File: src/rtl/mem_arbiter.sv
// mem_arbiter: shares one byte-wide RAM port between instruction fetch and the
// MEM stage. Each access is sequenced as little-endian byte transfers, and the
// assembled word is returned with a one-cycle done pulse.
module mem_arbiter #(
    parameter int unsigned ADDR_W = 32,
    parameter int unsigned RD_LAT = 1
) (
    input  logic              clk,
    input  logic              rst,
    input  logic              if_req,
    input  logic [31:0]       if_addr,
    output logic [31:0]       if_data_o,
    output logic              if_done,
    input  logic              mem_req,
    input  logic              mem_we,
    input  logic [31:0]       mem_addr,
    input  logic [1:0]        mem_size,
    input  logic [31:0]       mem_wdata,
    output logic [31:0]       mem_rdata_o,
    output logic              mem_done,
    output logic [ADDR_W-1:0] ram_addr_o,
    output logic              ram_wr_o,
    output logic [7:0]        ram_dout_o,
    input  logic [7:0]        ram_din,
    output logic              stall_if_o,
    output logic              stall_mem_o
);

    localparam logic [1:0] S_IDLE  = 2'd0;
    localparam logic [1:0] S_READ  = 2'd1;
    localparam logic [1:0] S_WRITE = 2'd2;
    localparam logic [1:0] S_DONE  = 2'd3;

    localparam logic GNT_IF  = 1'b0;
    localparam logic GNT_MEM = 1'b1;

    // Read latency as a counter-width constant (1..3 fits easily in 3 bits).
    localparam logic [2:0] LAT_C = 3'(RD_LAT);

    logic [1:0]        state_q, state_d;
    logic              last_q, last_d;
    logic              who_q, who_d;
    logic [2:0]        n_q, n_d;
    logic [2:0]        cyc_q, cyc_d;
    logic [23:0]       wdata_q, wdata_d;
    logic [31:0]       buf_q, buf_d;
    logic [31:0]       if_data_q, if_data_d;
    logic [31:0]       mem_rdata_q, mem_rdata_d;
    logic              if_done_q, if_done_d;
    logic              mem_done_q, mem_done_d;
    logic [ADDR_W-1:0] ram_addr_q, ram_addr_d;
    logic              ram_wr_q, ram_wr_d;
    logic [7:0]        ram_dout_q, ram_dout_d;

    logic              pick_mem;
    logic [1:0]        lane;
    logic              last_rd;
    logic [31:0]       asm_word;

    // Next-state and registered-output logic for the access sequencer.
    always_comb begin
        state_d     = state_q;
        last_d      = last_q;
        who_d       = who_q;
        n_d         = n_q;
        cyc_d       = cyc_q;
        wdata_d     = wdata_q;
        buf_d       = buf_q;
        ram_addr_d  = ram_addr_q;
        if_data_d   = 32'h0;
        mem_rdata_d = 32'h0;
        if_done_d   = 1'b0;
        mem_done_d  = 1'b0;
        ram_wr_d    = 1'b0;
        ram_dout_d  = 8'h00;
        pick_mem    = mem_req && !(last_q == GNT_MEM && if_req);

        // Byte lane being captured this cycle (meaningful once cyc_q >= LAT_C).
        lane     = 2'(cyc_q - LAT_C);
        last_rd  = (cyc_q == (n_q - 3'd1 + LAT_C));
        asm_word = buf_q;
        case (lane)
            2'd0:    asm_word[7:0]   = ram_din;
            2'd1:    asm_word[15:8]  = ram_din;
            2'd2:    asm_word[23:16] = ram_din;
            default: asm_word[31:24] = ram_din;
        endcase

        case (state_q)
            S_IDLE: begin
                if (mem_req || if_req) begin
                    who_d   = pick_mem;
                    last_d  = pick_mem;
                    cyc_d   = 3'd0;
                    buf_d   = 32'h0;
                    wdata_d = mem_wdata[31:8];
                    if (pick_mem) begin
                        ram_addr_d = ADDR_W'(mem_addr);
                        case (mem_size)
                            2'd0:    n_d = 3'd1;
                            2'd1:    n_d = 3'd2;
                            default: n_d = 3'd4;
                        endcase
                        if (mem_we) begin
                            state_d    = S_WRITE;
                            ram_wr_d   = 1'b1;
                            ram_dout_d = mem_wdata[7:0];
                        end else begin
                            state_d = S_READ;
                        end
                    end else begin
                        ram_addr_d = ADDR_W'(if_addr);
                        n_d        = 3'd4;
                        state_d    = S_READ;
                    end
                end
            end
            S_READ: begin
                cyc_d = cyc_q + 3'd1;
                if ((cyc_q + 3'd1) < n_q) begin
                    ram_addr_d = ram_addr_q + ADDR_W'(1);
                end
                if (cyc_q >= LAT_C) begin
                    buf_d = asm_word;
                    if (last_rd) begin
                        state_d = S_DONE;
                        if (who_q == GNT_MEM) begin
                            mem_done_d  = 1'b1;
                            mem_rdata_d = asm_word;
                        end else begin
                            if_done_d = 1'b1;
                            if_data_d = asm_word;
                        end
                    end
                end
            end
            S_WRITE: begin
                if ((cyc_q + 3'd1) < n_q) begin
                    cyc_d      = cyc_q + 3'd1;
                    ram_addr_d = ram_addr_q + ADDR_W'(1);
                    ram_wr_d   = 1'b1;
                    ram_dout_d = wdata_q[7:0];
                    wdata_d    = {8'h00, wdata_q[23:8]};
                end else begin
                    state_d = S_DONE;
                    if (who_q == GNT_MEM) begin
                        mem_done_d  = 1'b1;
                        mem_rdata_d = buf_q;
                    end else begin
                        if_done_d = 1'b1;
                        if_data_d = buf_q;
                    end
                end
            end
            S_DONE: begin
                // Requests are ignored here; requesters drop or change them now.
                state_d = S_IDLE;
            end
            default: state_d = S_IDLE;
        endcase
    end

    // State and output registers with synchronous active-low reset.
    always_ff @(posedge clk) begin
        if (!rst) begin
            state_q     <= S_IDLE;
            last_q      <= GNT_IF;
            who_q       <= GNT_IF;
            n_q         <= 3'd0;
            cyc_q       <= 3'd0;
            wdata_q     <= 24'h0;
            buf_q       <= 32'h0;
            if_data_q   <= 32'h0;
            mem_rdata_q <= 32'h0;
            if_done_q   <= 1'b0;
            mem_done_q  <= 1'b0;
            ram_addr_q  <= '0;
            ram_wr_q    <= 1'b0;
            ram_dout_q  <= 8'h00;
        end else begin
            state_q     <= state_d;
            last_q      <= last_d;
            who_q       <= who_d;
            n_q         <= n_d;
            cyc_q       <= cyc_d;
            wdata_q     <= wdata_d;
            buf_q       <= buf_d;
            if_data_q   <= if_data_d;
            mem_rdata_q <= mem_rdata_d;
            if_done_q   <= if_done_d;
            mem_done_q  <= mem_done_d;
            ram_addr_q  <= ram_addr_d;
            ram_wr_q    <= ram_wr_d;
            ram_dout_q  <= ram_dout_d;
        end
    end

    assign if_data_o   = if_data_q;
    assign if_done     = if_done_q;
    assign mem_rdata_o = mem_rdata_q;
    assign mem_done    = mem_done_q;
    assign ram_addr_o  = ram_addr_q;
    assign ram_wr_o    = ram_wr_q;
    assign ram_dout_o  = ram_dout_q;

    // Stall requests drop in the done cycle so the stage releases with the data.
    assign stall_if_o  = if_req && !if_done_q;
    assign stall_mem_o = mem_req && !mem_done_q;

endmodule

File: config.mk
export PLATFORM = sky130hd
export DESIGN_NAME = mem_arbiter
export DESIGN_NICKNAME = d
export VERILOG_FILES = /design/src/rtl/mem_arbiter.sv
export SDC_FILE = /design/constraint.sdc
export NUM_CORES = 1
export LEC_CHECK = 0
export CAP_MARGIN = 20
export CORE_AREA = 2 2 131 133
export CTS_BUF_LIST = sky130_fd_sc_hd__clkbuf_4 sky130_fd_sc_hd__clkbuf_8
export DETAILED_ROUTE_END_ITERATION = 12
export DIE_AREA = 0 0 133 135
export GPL_ROUTABILITY_DRIVEN = 0
export PLACE_DENSITY = 0.84
export SETUP_SLACK_MARGIN = 0.4
export SLEW_MARGIN = 10
export SYNTH_ARGS = -nofsm -noshare
export SYNTH_HDL_FRONTEND = slang
export SYNTH_SLANG_ARGS = --single-unit
File: constraint.sdc
create_clock -name clk -period 3.47 [get_ports clk]
set_input_delay 0.5205 -clock clk [delete_from_list [all_inputs] [get_ports clk]]
set_output_delay 0.5205 -clock clk [all_outputs]
set_load 0.01 [all_outputs]
==> metrics, run 1 <==
max incr delay on CP=around 700 ps; RSZ-0062 raised after global routing=false; Final WS setup=approximately 640 ps; drt total wl=roughly 24 mm; pwr dens=around 680 nW/µm²; first-pass GRT wire length=approximately 39 mm; Avg WL per Cell=~17 µm; Initial Util=between 50% and 60%; worst slew pin tran=1100 ps; Die Wd=around 130 µm; CTS tree=built; Ports=220; Iter 0 DRT Violations=between 600 and 700; most common cell after layout, fill and taps aside=clkdlybuf4s50_1; Syn. warnings=0; post-synthesis sequential area ratio=between 40% and 50%; worst path required time=roughly 3900 ps; row cnt=between 40 and 50; IO Port Bufs=~220; Fillers=approximately 1300; leakage power total=approximately 3.8 nW; total design power=around 7.5 mW; post-route cell area=approximately 11000 µm²; largest net degree at the start of global routing=82; Clock Root Buffer=clkbuf_8; max cap viols=0; syn nets=between 1000 and 1500; register area=between 3000 and 4000 µm²; Final Hold Viols=0; DR pass1 iterations=5; multi-input logic area=between 4000 and 5000 µm²; Residual DRC=0; unique cell type count in the Yosys netlist=73; Post-Syn Area=between 8000 and 9000 µm²; Syn Inst Count=slightly above 1000; H-tree levels=4; Slowest cell on crit path=and2_0; Max Slew Vio Count=0; final setup fails=0; Crit path max-delay family=simple AND/OR/NAND/NOR gates; Die Footprint=18000 µm²; EDFF count, synth=0; WHS=between 400 and 500 ps; initial antenna violation count=0; worst slack, placed=651 ps; fin crit period=about 2800 ps; Area growth syn-to-layout=32.7%; All-Layer GR Usage=between 20% and 30%; core area=approximately 16000 µm²; FF+latch count, synth=between 150 and 200; crit path buf inv count=1; vias in the first global route=~7700; Final Non-Filler Cells=between 1000 and 1500; GRT overflow=0; highest-count cells in the layout ignoring fill and taps=clkdlybuf4s50_1 (219), dfxtp_1 (172), nand2_1 (138); clock net sink count=172; critical path endpoint category=register; post-CTS setup buffers=0; status=finished clean; Antenna Cells=0; clk slew on worst S/H paths=~90 ps; CP Class=register to register; die span in y=135 µm; Post-Place Cells=approximately 1400; DPL Wire Length=roughly 16 mm; critical path's most frequent cell=ha_1; Longest Clk Path Bufs=2; vias per cell=about 5.7; worst-skew pair later-pin latency=470 ps; Hold WC Path Type=register to register; via count=between 8000 and 9000; ys flop type=dfxtp_1; post_cts resized=0; Fin Clk Skew=15.4 ps; cts hold-fix bufs=0; Num CTS Buffers=17; fmax=~350 MHz; Slew headroom=between 20% and 30%; Peak supply drop=about 0.00039 V; Setup TNS Final=0 ps; Final nets=1323; Mean Syn Cell Area=between 8 and 9 µm²; layout cells sized above 1=a little under 7%; final worst-path cycle share=81.5%; placed inst area=between 10000 and 15000 µm²; worst-path cell chain=inv_1 > ha_1 > ha_1 > nor2b_1 > o211ai_1 > and2_0 > o21ai_0 > a21oi_1; final core utilization=67.5%; Critical Path AT=around 3200 ps; Critical Path Start Type=register; CP max FO=15; asr flop ratio synth=0%; ANT nets after route=0
routing by layer:
metal	wire [µm]	vias to the layer above	GRT usage, %
met2	11400	372	43.6
met3	2030	59	6.42
li1	-	3961	-
met1	10200	3819	34.3
met5	0	-	0
met4	643	0	10.6
report_power, final:
part           switching, mW  total, mW  internal [mW]
Sequential             0.387       2.71           2.32
Combinational           2.05       3.37           1.32
Clock                  0.789       1.41          0.623
cell usage after synthesis, drive strengths merged, types with 14 or more instances:
cell,count,area share [%]
a211oi,20,1.9
nor3,15,1.0
nand3,27,1.8
mux2i,60,7.2
clkbuf,62,2.8
nor2b,45,3.4
dfxtp,172,41
ha,14,2.1
o21ai,27,1.6
a22oi,73,6.6
nand2,142,6.4
a21oi,87,5.3
buf,15,0.87
nor2,135,6.2
area by class of cell:
| cell class | count | share of cell area (%) |
|---|---|---|
| clock buffer | 20 | 2.37 |
| multi-input combinational | 757 | 41.4 |
| inverter | 12 | 0.407 |
| tap | 220 | 2.49 |
| clock inverter | 12 | 1.15 |
| sequential | 172 | 31.1 |
| timing repair buffer | 238 | 21.1 |
path summary, 6_finish.rpt:
path	start	endpoint	slack, ps	cells past startpoint
worst min register to register	wdata_q[7]	ram_dout_o[7]	470	2
worst max register to register	cyc_q[0]	ram_addr_o[4]	640	8
worst min-delay path	wdata_q[7]	ram_dout_o[7]	470	2
worst max-delay path	cyc_q[0]	ram_addr_o[4]	640	8
worst register-to-register path, delay by kind of cell (launching register included):
kind	cells	cell delay [ps]
simple gates	2	830
fa+ha+maj	2	630
compound gates	3	740
flops	1	450
buf+inv	1	120
state kept, by name, summed over array words and instances (netlist names), 2 cells and up:
name         count
if_data_o       32
ram_addr_o      32
n_q              3
buf_q           32
wdata_q         24
cyc_q            3
ram_dout_o       8
state_q          2
mem_rdata_o     32
cell families after synthesis:
family / share of synthesized area [%]
and+or+nand+nor: 24.2
AOI/OAI and AO/OA: 20.6
DFF: 41.3
buffers and inverters: 4.20
muxes: 7.47
adders and majority gates: 2.10
xor gates and xnor gates: 0.210
No activity file was read; power rests on OpenSTA's default activity.
==> inputs of run 2 (changes only) <==
--- a/config.mk
+++ b/config.mk
@@ -6,12 +6,12 @@
 export NUM_CORES = 1
 export LEC_CHECK = 0
 export CAP_MARGIN = 20
-export CORE_AREA = 2 2 131 133
+export CORE_AREA = 2 2 138 140
 export CTS_BUF_LIST = sky130_fd_sc_hd__clkbuf_4 sky130_fd_sc_hd__clkbuf_8
 export DETAILED_ROUTE_END_ITERATION = 12
-export DIE_AREA = 0 0 133 135
+export DIE_AREA = 0 0 140 142
 export GPL_ROUTABILITY_DRIVEN = 0
-export PLACE_DENSITY = 0.84
+export PLACE_DENSITY = 0.8
 export SETUP_SLACK_MARGIN = 0.4
 export SLEW_MARGIN = 10
 export SYNTH_ARGS = -nofsm -noshare
==> constraint.sdc (replaced) <==
create_clock -name clk -period 2.5 [get_ports clk]
set_input_delay 0.375 -clock clk [delete_from_list [all_inputs] [get_ports clk]]
set_output_delay 0.375 -clock clk [all_outputs]
set_load 0.01 [all_outputs]
==> metrics, run 2 (synthesized netlist as in run 1, its figures left out) <==
largest net degree at the start of global routing=83 (+1.2%); All-Layer GR Usage=27.0% (+0.22 points); vias in the first global route=8343 (+8.5%); Setup TNS Final=0 ps (unchanged); worst setup path start=cyc_q[1]; failing checks=design-rule violations; Slew headroom=53.6% (+27 points); Max Slew Vio Count=0 (unchanged); Fillers=1135 (-13%); top layer in use=met5; Min-Delay Endpoint=wdata_q[9]; critical path endpoint category=register; Area growth syn-to-layout=63.3%; worst-skew pair later-pin latency=510 ps (+40 ps); Final nets=1402 (+6.0%); Peak supply drop=0.000634 V (+61%); clk slew on worst S/H paths=120 ps (+30 ps); reg2reg path depth=13 (+5); worst path required time=2940 ps (-930 ps); hold path cells=2 (unchanged); final core utilization=73.8% (+6.3 points); Longest Clk Path Bufs=2 (unchanged); met1 wire length=12.9 mm (+26%); status=finished with violations; DPL Wire Length=16.7 mm (+1.7%); core area=18500 µm² (+12%); worst-path cell chain=buf_6 > inv_4 > ha_4 > ha_4 > nand3b_1 > buf_4 > buf_6 > a211oi_4 > buf_6 > buf_12 > buf_16 > a22oi_2 > nor2_1; max incr delay on CP=360 ps (-340 ps); clock net sink count=172 (unchanged); IO Port Bufs=219 (unchanged); ANT nets after route=0 (unchanged); leakage power total=4.87 nW (+26%); critical path's most frequent cell=buf_6; drt total wl=35.9 mm (+48%); row cnt=50 (+6.4%); metal2 WL=16.6 mm (+46%); die span in y=142 µm (+5.2%); fin crit period=2490 ps (-337 ps); Critical R2R Launch=cyc_q[1]; pwr dens=1110 nW/µm² (+65%); vias per cell=6.32 (+10%); Clock Root Buffer=clkbuf_8; most common cell after layout, fill and taps aside=clkdlybuf4s50_1; Critical Path Start Type=register; via count=9641 (+17%); GRT overflow=0 (unchanged); worst slew pin tran=696 ps (-402 ps); Critical Path AT=2930 ps (-290 ps); Die Footprint=19900 µm² (+11%); post-route cell area=13600 µm² (+23%); final setup fails=0 (unchanged); RSZ-0062 raised after global routing=true; Fin Clk Skew=27.9 ps (+12.5 ps); FF-to-FF End=if_data_o[11]; Hold WC Path Type=register to register; HP Start=wdata_q[9]; Avg WL per Cell=23.6 µm (+39%); CTS tree=built; Slowest cell on crit path=dfxtp_4; highest-count cells in the layout ignoring fill and taps=clkdlybuf4s50_1 (217), dfxtp_1 (168), nor2_1 (113); H-tree levels=4 (unchanged); Iter 0 DRT Violations=1189 (+83%); Num CTS Buffers=17 (unchanged); CP max FO=8 (-7); Die Wd=140 µm (+5.3%); layout cells sized above 1=30.7% (+24 points); first-pass GRT wire length=43.0 mm (+11%); fmax=401 MHz (+14%); met3 wire length=4.13 mm (+100%); flop-to-flop setup slack=8 ps (-630 ps); Residual DRC=13 (+13); final worst-path cycle share=99.7% (+18 points); placed inst area=11000 µm² (+2.7%); max cap viols=0 (unchanged); Final Hold Viols=0 (unchanged); cts hold-fix bufs=0 (unchanged); initial antenna violation count=2 (+2); Initial Util=45.2% (-5.6 points); DR pass1 iterations=12 (+7); Ports=220 (unchanged); CP Class=register to register
[run 2: worst max-delay path by stage]
stage                     slack (ps)  cells past startpoint             end
after floorplan                   40                     10  ram_addr_o[26]
after global placement           -30                      6  ram_addr_o[29]
after detailed placement         -50                      6  ram_addr_o[29]
after CTS                        230                      8  ram_addr_o[26]
after global routing              20                     12   if_data_o[11]
final                              8                     13   if_data_o[11]
[run 2: report_power, final]
part           total, mW  internal, mW  leakage, nW  switching (mW)
Combinational       9.04          4.05         3.24            4.99
Sequential          3.92          3.23         1.40           0.695
Clock               2.22         0.963        0.226            1.26
Total               15.2          8.24         4.87            6.94
[run 2: cell type report]
cell class	count	area, µm²	area share, %
diodes	1	2.50	0.0184
clock buffers	17	234	1.72
clock inverters	15	216	1.59
inverters	12	50.0	0.367
multi-input cells	758	5900	43.3
flip-flops and latches	172	3450	25.3
well taps	234	293	2.15
repair buffers	316	3470	25.5
[run 2: what timing repair did]
| item | in CTS | in global routing |
|---|---|---|
| buffers inserted | 21 | 16 |
| endpoints found under the setup margin | 135 | 159 |
| gates resized for setup | 76 | 278 |
| gates cloned | 7 | 16 |
| hold endpoints to repair | 0 | 0 |
| pin swaps | 17 | 177 |
[run 2: critical path, delay by kind of cell, from the launching register on]
family | cells | cell delay, ps
fa+ha+maj | 2 | 490
flops | 1 | 360
buf+inv | 7 | 900
compound gates | 2 | 410
simple gates | 2 | 280
[run 2: metal layers]
layer | up-vias | global-route usage, %
li1 | 4119 | -
met1 | 4487 | 34.5
met2 | 804 | 43.7
met3 | 229 | 6.76
met4 | 2 | 11.2
met5 | - | 0
[run 2: metrics by stage]
step                      hold slack, ps  std cells  total power [mW]  setup slack (ps)
after floorplan                      432       1018              7.01              35.3
after global placement               468       1432              8.78             -30.3
after detailed placement             476       1432              8.88             -53.3
after CTS                            489       1492              11.9               229
after global routing                 507       1525              15.6              19.5
final                                506       1525              15.2              8.25
